<file path="src/rtl/vinput_frame_collector.sv">
// Collects J serial IEEE-754 double samples into one frame and tracks the argmax with integer key compares.
// Optional build macro VINPUT_NAN_CHECK_EN keeps NaNs out of the argmax and adds the nan_seen output.
module vinput_frame_collector #(
  parameter int J = 14,
  localparam int J_WIDTH = $clog2(J) + 1
) (
  input  logic                 clk,
  input  logic                 rst_n,
  input  logic [63:0]          vinput,
  input  logic                 vinput_tvalid,
  input  logic                 flush,
  output logic [J*64-1:0]      vec_out,
  output logic                 vec_tvalid,
  input  logic                 vec_tready,
  output logic [J_WIDTH-1:0]   max_idx,
  output logic [63:0]          max_val,
  output logic [J_WIDTH-1:0]   fill_count,
  output logic                 overflow
`ifdef VINPUT_NAN_CHECK_EN
  ,
  output logic                 nan_seen
`endif
);

  typedef enum logic [0:0] {
    ST_COLLECT = 1'b0,
    ST_HOLD    = 1'b1
  } state_t;

  localparam logic [J_WIDTH-1:0] IDX_ZERO = {J_WIDTH{1'b0}};
  localparam logic [J_WIDTH-1:0] IDX_LAST = J_WIDTH'(J - 1);

  // Order-preserving map of a double onto an unsigned integer; -0.0 lands just below +0.0.
  function automatic logic [63:0] fp_key(input logic [63:0] bits);
    fp_key = bits[63] ? ~bits : (bits ^ {1'b1, 63'd0});
  endfunction

`ifdef VINPUT_NAN_CHECK_EN
  function automatic logic fp_is_nan(input logic [63:0] bits);
    fp_is_nan = (bits[62:52] == 11'h7FF) && (bits[51:0] != 52'd0);
  endfunction
`endif

  state_t               state_r, state_s;
  logic [J*64-1:0]      vec_r;
  logic [J_WIDTH-1:0]   fill_r, fill_s;
  logic [J_WIDTH-1:0]   max_idx_r, max_idx_s;
  logic [63:0]          max_val_r, max_val_s;
  logic                 max_vld_r, max_vld_s;
  logic                 vec_tvalid_r, vec_tvalid_s;
  logic                 overflow_r, overflow_s;
  logic                 handshake_s;
  logic                 accept_s;
  logic                 first_s;
  logic                 base_vld_s;
  logic                 is_greater_s;
  logic                 take_s;
  logic [J_WIDTH-1:0]   wr_idx_s;
`ifdef VINPUT_NAN_CHECK_EN
  logic                 samp_nan_s;
  logic                 nan_acc_r, nan_acc_s;
  logic                 nan_seen_r, nan_seen_s;
`endif

  // Next-state, running-argmax and frame-control logic.
  always_comb begin
    handshake_s  = (state_r == ST_HOLD) && vec_tready;
    accept_s     = vinput_tvalid && ((state_r == ST_COLLECT) || handshake_s);
    // A sample that opens a frame never compares against leftover max state.
    first_s      = (state_r == ST_HOLD) || flush || (fill_r == IDX_ZERO);
    wr_idx_s     = first_s ? IDX_ZERO : fill_r;
    base_vld_s   = first_s ? 1'b0 : max_vld_r;
    is_greater_s = fp_key(vinput) > fp_key(max_val_r);
`ifdef VINPUT_NAN_CHECK_EN
    samp_nan_s   = fp_is_nan(vinput);
    take_s       = accept_s && !samp_nan_s && (!base_vld_s || is_greater_s);
    nan_acc_s    = nan_acc_r;
    nan_seen_s   = nan_seen_r;
`else
    take_s       = accept_s && (!base_vld_s || is_greater_s);
`endif
    state_s      = state_r;
    fill_s       = fill_r;
    max_idx_s    = max_idx_r;
    max_val_s    = max_val_r;
    max_vld_s    = max_vld_r;
    vec_tvalid_s = vec_tvalid_r;
    overflow_s   = overflow_r;

    case (state_r)
      ST_COLLECT: begin
        if (flush) begin
          fill_s    = IDX_ZERO;
          max_vld_s = 1'b0;
          max_idx_s = IDX_ZERO;
          max_val_s = 64'd0;
`ifdef VINPUT_NAN_CHECK_EN
          nan_acc_s = 1'b0;
`endif
        end else begin
          fill_s = fill_r;
        end
      end
      ST_HOLD: begin
        if (handshake_s) begin
          state_s      = ST_COLLECT;
          vec_tvalid_s = 1'b0;
`ifdef VINPUT_NAN_CHECK_EN
          nan_seen_s   = 1'b0;
`endif
        end else if (vinput_tvalid) begin
          overflow_s = 1'b1;
        end else begin
          overflow_s = overflow_r;
        end
      end
      default: begin
        state_s      = ST_COLLECT;
        vec_tvalid_s = 1'b0;
        fill_s       = IDX_ZERO;
      end
    endcase

    if (accept_s) begin
      if (first_s) begin
        max_vld_s = 1'b0;
        max_idx_s = IDX_ZERO;
        max_val_s = 64'd0;
`ifdef VINPUT_NAN_CHECK_EN
        nan_acc_s = 1'b0;
`endif
      end else begin
        max_vld_s = max_vld_r;
      end
      if (take_s) begin
        max_vld_s = 1'b1;
        max_idx_s = wr_idx_s;
        max_val_s = vinput;
      end else begin
        max_vld_s = max_vld_s;
      end
`ifdef VINPUT_NAN_CHECK_EN
      nan_acc_s = nan_acc_s | samp_nan_s;
`endif
      if (wr_idx_s == IDX_LAST) begin
        state_s      = ST_HOLD;
        vec_tvalid_s = 1'b1;
        fill_s       = IDX_ZERO;
`ifdef VINPUT_NAN_CHECK_EN
        nan_seen_s   = nan_acc_s;
        // An all-NaN frame reports the canonical quiet NaN at index 0.
        if (!max_vld_s) begin
          max_idx_s = IDX_ZERO;
          max_val_s = 64'h7FF8000000000000;
        end else begin
          max_idx_s = max_idx_s;
        end
`endif
        max_vld_s    = 1'b0;
      end else begin
        fill_s = wr_idx_s + J_WIDTH'(1);
      end
    end else begin
      fill_s = fill_s;
    end
  end

  // Control and argmax registers.
  always_ff @(posedge clk) begin
    if (!rst_n) begin
      state_r      <= ST_COLLECT;
      fill_r       <= IDX_ZERO;
      max_idx_r    <= IDX_ZERO;
      max_val_r    <= 64'd0;
      max_vld_r    <= 1'b0;
      vec_tvalid_r <= 1'b0;
      overflow_r   <= 1'b0;
    end else begin
      state_r      <= state_s;
      fill_r       <= fill_s;
      max_idx_r    <= max_idx_s;
      max_val_r    <= max_val_s;
      max_vld_r    <= max_vld_s;
      vec_tvalid_r <= vec_tvalid_s;
      overflow_r   <= overflow_s;
    end
  end

`ifdef VINPUT_NAN_CHECK_EN
  // Per-frame NaN tracking registers.
  always_ff @(posedge clk) begin
    if (!rst_n) begin
      nan_acc_r  <= 1'b0;
      nan_seen_r <= 1'b0;
    end else begin
      nan_acc_r  <= nan_acc_s;
      nan_seen_r <= nan_seen_s;
    end
  end

  assign nan_seen = nan_seen_r;
`endif

  // Frame storage; only the element addressed by an accepted sample changes.
  always_ff @(posedge clk) begin
    if (!rst_n) begin
      vec_r <= {(J*64){1'b0}};
    end else begin
      for (int k = 0; k < J; k++) begin
        if (accept_s && (wr_idx_s == J_WIDTH'(k))) begin
          vec_r[k*64 +: 64] <= vinput;
        end else begin
          vec_r[k*64 +: 64] <= vec_r[k*64 +: 64];
        end
      end
    end
  end

  assign vec_out    = vec_r;
  assign vec_tvalid = vec_tvalid_r;
  assign max_idx    = max_idx_r;
  assign max_val    = max_val_r;
  assign fill_count = fill_r;
  assign overflow   = overflow_r;

endmodule
</file>
<file path="config.mk">
export PLATFORM = sky130hd
export DESIGN_NAME = vinput_frame_collector
export DESIGN_NICKNAME = d
export VERILOG_FILES = /design/src/rtl/vinput_frame_collector.sv
export SDC_FILE = /design/constraint.sdc
export NUM_CORES = 2
export LEC_CHECK = 0
export ABC_AREA = 0
export CAP_MARGIN = 40
export CORE_MARGIN = 8
export CORE_UTILIZATION = 25
export CTS_CLUSTER_SIZE = 25
export DETAILED_ROUTE_END_ITERATION = 10
export PLACE_DENSITY = 0.46
export SLEW_MARGIN = 20
export SYNTH_ARGS = -nofsm -noshare
export SYNTH_HDL_FRONTEND = slang
export SYNTH_SLANG_ARGS = --single-unit
</file>
<file path="constraint.sdc">
create_clock -name clk -period 4.25 [get_ports clk]
set_input_delay 1.0625 -clock clk [delete_from_list [all_inputs] [get_ports clk]]
set_output_delay 1.0625 -clock clk [all_outputs]
set_load 0.1 [all_outputs]
</file>
# == Yosys cells after proc, flatten, opt, wreduce, memory -nomap -nowiden ==
# Cells that the tools add are included.
# op_classes
eq_ne,14
order_cmp,1
add_sub_neg,1
bitwise_logic,6
n_reduce_logical,27
n_mux,31
# op_table
cell,count
$mux 64,7
$not 64->64,2
$gt 64x64->1,1
$mux 5,10
$eq 5x4->1 const B,6
$eq 5x3->1 const B,4
$logic_and 1x1->1,17
$mux 1,14
$eq 5x2->1 const B,2
$logic_not 5->1,2
$add 5x1->5 const B,1
$eq 5x1->1 const B,1
$logic_or 1x1->1,4
$not 1->1,4
$reduce_and 3->1,1
$ne 2x1->1 const B,1
$reduce_and 2->1,1
$reduce_bool 2->1,1
$logic_not 1->1,1
# totals
in_bits,69
register_bits,974
out_inout_bits,972
elab_cells,101

# == Logic depth before layout (Yosys ltp) ==
# logic_depth
ltp_word,9
depth_mapped,15
ltp_nobuf,10

# == Least setup slack after synthesis ==
# Ideal clock, no wire load.
# synth_timing
path_kind,input port to flip-flop
from,input vinput[63]
to,register max_val_r[55] (netlist: max_val[55])
slack_ns,-0.008
n_path_buf,6
required_time_ns,4.131
setup_time_ns,0.119
path_stages,15
arrival_ns,4.140
cell_sequence,clkbuf_1 > clkbuf_1 > buf_1 > xor2_1 > ha_1 > nand4_2 > nor4_4 > and4_1 > o31a_1 > nor4_1 > a221o_1 > buf_2 > buf_6 > buf_6 > a22o_1
# synth_via
elab_chain_len,7
# synth_rtl
item,line,source
from (decl),9,"input logic [63:0] vinput,"
$not 1->1 (no source line) or $not 64->64 (tied branches),n/a,
$mux 64 *,35,"fp_key = bits[63] ? ~bits : (bits ^ {1'b1, 63'd0});"
$gt 64x64->1 *,73,is_greater_s = fp_key(vinput) > fp_key(max_val_r);
$logic_or 1x1->1 *,80,take_s = accept_s && (!base_vld_s || is_greater_s);
$logic_and 1x1->1 *,80,
$mux 64 *,135,if (take_s) begin
$mux 64 *,124,if (accept_s) begin
to (signal assigned),182,max_val_r <= max_val_s;
to (decl),48,"logic [63:0] max_val_r, max_val_s;"
# Every way passes the cells marked *; elsewhere a longest branch is shown, timed or not.
# A chain may end at the register's enable or synchronous reset.

# == Worst setup path after layout ==
# layout_timing
from,input vinput[28]
to,register max_val_r[17] (netlist: max_val[17])
# layout_via
elab_chain_len,7
# layout_rtl
item,line
$not 64->64,35
$mux 64 *,35
$gt 64x64->1 *,73
$logic_or 1x1->1 *,80
$logic_and 1x1->1 *,80
$mux 64 *,135
$mux 64 *,124
# Marks and branches as above.

==> qor.txt <==
Hold WS: 0.460 ns
Pwr Density: 288 nW/µm²
CP endpoint kind: flip-flop
Synthesized Nets: 4698
Hold Buf Count CTS: 0
RSZ-0062 raised after global routing: no
worst min path class: flip-flop to flip-flop
Sink Count: 974
residual DRC count: 0
setup slack at placement: -0.556 ns
worst setup margin: 0.337 ns
EDFF count, synth: 0
IO Port Bufs: 1040
area delta synth->final: 98.9%
worst setup path category: primary input to flip-flop
met3 usage: 6.50%
H-tree levels: 3
Antenna Nets Post-Route: 0
slew margin rel.: 13.5%
VDD IR-drop max: 0.000290 V
ys async rst share: 0%
Cells after Synth: 4561
routed wire length: 238000 µm
clock-pin slew on the worst setup and hold paths: 0.06 ns
share of cells above drive strength 1: 21.7%
post_cts resized: 0
Synth area leaders: dfxtp_1 51%, nand2_1 18%, a21boi_0 18%, clkbuf_1 3.5%, ha_1 2.2%
most common cell in the netlist: nand2_1
worst-path maximum fanout: 31
detailed router's first-iteration violation count: 2854
register area share after synthesis: 50.8%
nets: 6463
Die X: 408 µm
clock buffer depth: 3
fin util: 50.2%
WL/cell: 28.1 µm
GRT met2 Usage: 44.7%
post-route insts no fill: 8475
largest area contributor in the netlist: dfxtp_1
Core Rows: 143
flops & latches, synth: 974
final setup fails: 0
fmax: 256 MHz
total power draw: 22.0 mW
pin count of the biggest net entering global routing: 234
Root Buffer: clkbuf_16
core area: 152000 µm²
GR Overflow Total: 0
Via Count: 40.3k
initial antenna violation count: 47
GR Util All Layers: 27.1%
first-pass GRT wire length: 328000 µm
LEAKAGE: 27.6 nW
synthesized cell area: 38300 µm²
Initial Util: 25.2%
Max-Cap Viols: 0
final period demand of the worst path: 3.91 ns
IO Count: 1041
HPWL Detailed: 173000 µm
Inst Count DP: 8241
post-synth top area share: 50.8%
hold violation count in the final report: 0
vias per cell: 4.76
GR Layer Usage met1: 32.8%
Die ar.: 166000 µm²
worst slew pin tran: 1.30 ns
Routability Congestion: 0.827
Worst EP arrival: 4.49 ns
CTS tree: built
Synth warnings: 0
Top FF cell, synth: dfxtp_1
worst path required time: 4.83 ns
drt first pass iters: 5
Synth Area per Inst: 8.41 µm²
Commonest cells post-synth: 1828 x nand2_1, 974 x dfxtp_1, 901 x a21boi_0, 358 x clkbuf_1, 68 x ha_1
Die Y: 408 µm
Final Max Slew Viols: 0
CP startpoint kind: primary input
Synth cell types: 47
skew final: 0.0529 ns
Tcrit/Tclk final: 92.1%
# Post-CTS Setup Buffers: 0
total CTS buffers: 112
global routing's busiest layer: met2
Worst-Skew Late Latency: 0.72 ns
vias in the first global route: 41.6k
status: finished, final reports clean
per-stage QoR:
stage / instance area [µm²] / TNS (ns)
2_1_floorplan: 38300 / 0
3_3_place_gp: 51200 / -38.94
3_5_place_dp: 72300 / -36.69
4_1_cts: 76200 / 0
5_1_grt: 76300 / 0
6_report: 76300 / 0
layer usage:
layer	routed length, µm	part of all wire [%]	vias up
met2	110000	46	1772
met5	13	0.0055	-
met4	14000	5.9	2
met1	98100	41	19700
li1	-	-	18300
met3	15600	6.6	578
critical path: stages:
cell	delay (ns)
clkdlybuf4s50_1	0.58
xor2_1	0.22
ha_1	0.30
nand4_1	0.16
nor4_1	0.63
buf_4	0.21
and4_1	0.24
o31a_1	0.19
nor4_1	0.10
a221o_4	0.41
buf_12	0.18
a22o_1	0.19
cell families (layout without fill, tap and decap cells):
| group | after synthesis | in the layout | share of synthesized area (%) |
|---|---|---|---|
| flops | 974 | 974 | 50.8 |
| fa+ha+maj | 68 | 68 | 2.22 |
| buf+inv | 457 | 2313 | 4.61 |
| simple gates | 1901 | 1901 | 19.1 |
| compound gates | 1035 | 1035 | 20.3 |
| other cells | 0 | 28 | 0 |
| xor+xnor | 126 | 126 | 2.88 |
layout make-up:
type / instances / area [µm²]
Fill cell: 12800 / 75800
Timing Repair Buffer: 2099 / 33100
Sequential cell: 974 / 19500
Multi-Input combinational cell: 3130 / 17200
Clock buffer: 161 / 3340
Tap cell: 2030 / 2540
Clock inverter: 44 / 502
Antenna cell: 28 / 70.1
Inverter: 9 / 33.8
sequential cells by signal, indices dropped and copies added, names as in the netlist:
name and count:
max_idx 5, max_val 64, vec_out 896, vec_tvalid 1, max_vld_r 1, fill_count 5
overflow 1, state_r 1
worst paths after layout:
path / start / end / slack [ns] / depth (start not counted)
max: vinput[28] / max_val[17] / 0.34 / 12
min: vec_out[749] / vec_out[749] / 0.46 / 2
max reg2reg: max_val[63] / max_val[17] / 0.37 / 13
min reg2reg: vec_out[749] / vec_out[749] / 0.46 / 2
where the power goes:
group | total [mW] | internal, mW | leakage (nW) | switching, mW
registers | 9.31 | 9.22 | 7.87 | 0.0890
clock network | 10.1 | 5.84 | 1.89 | 4.26
logic | 2.59 | 0.852 | 17.9 | 1.74
total | 22.0 | 15.9 | 27.6 | 6.09
cells in the final DEF (no fill, tap or decap), drive strengths merged, types with 4 or more instances in the layout:
cell type / instances
a21boi: 901
a21oi: 31
a22o: 66
and2: 15
and4: 5
buf: 1162
bufinv: 6
clkbuf: 161
clkdlybuf4s50: 937
clkinv: 27
clkinvlp: 6
dfxtp: 974
diode: 28
ha: 68
inv: 14
nand2: 1828
nand3: 9
nand4: 11
nor2: 6
nor2b: 4
nor3: 9
nor4: 6
o21ai: 11
xnor2: 63
xor2: 63
No activity file was read; power rests on OpenSTA's default activity.
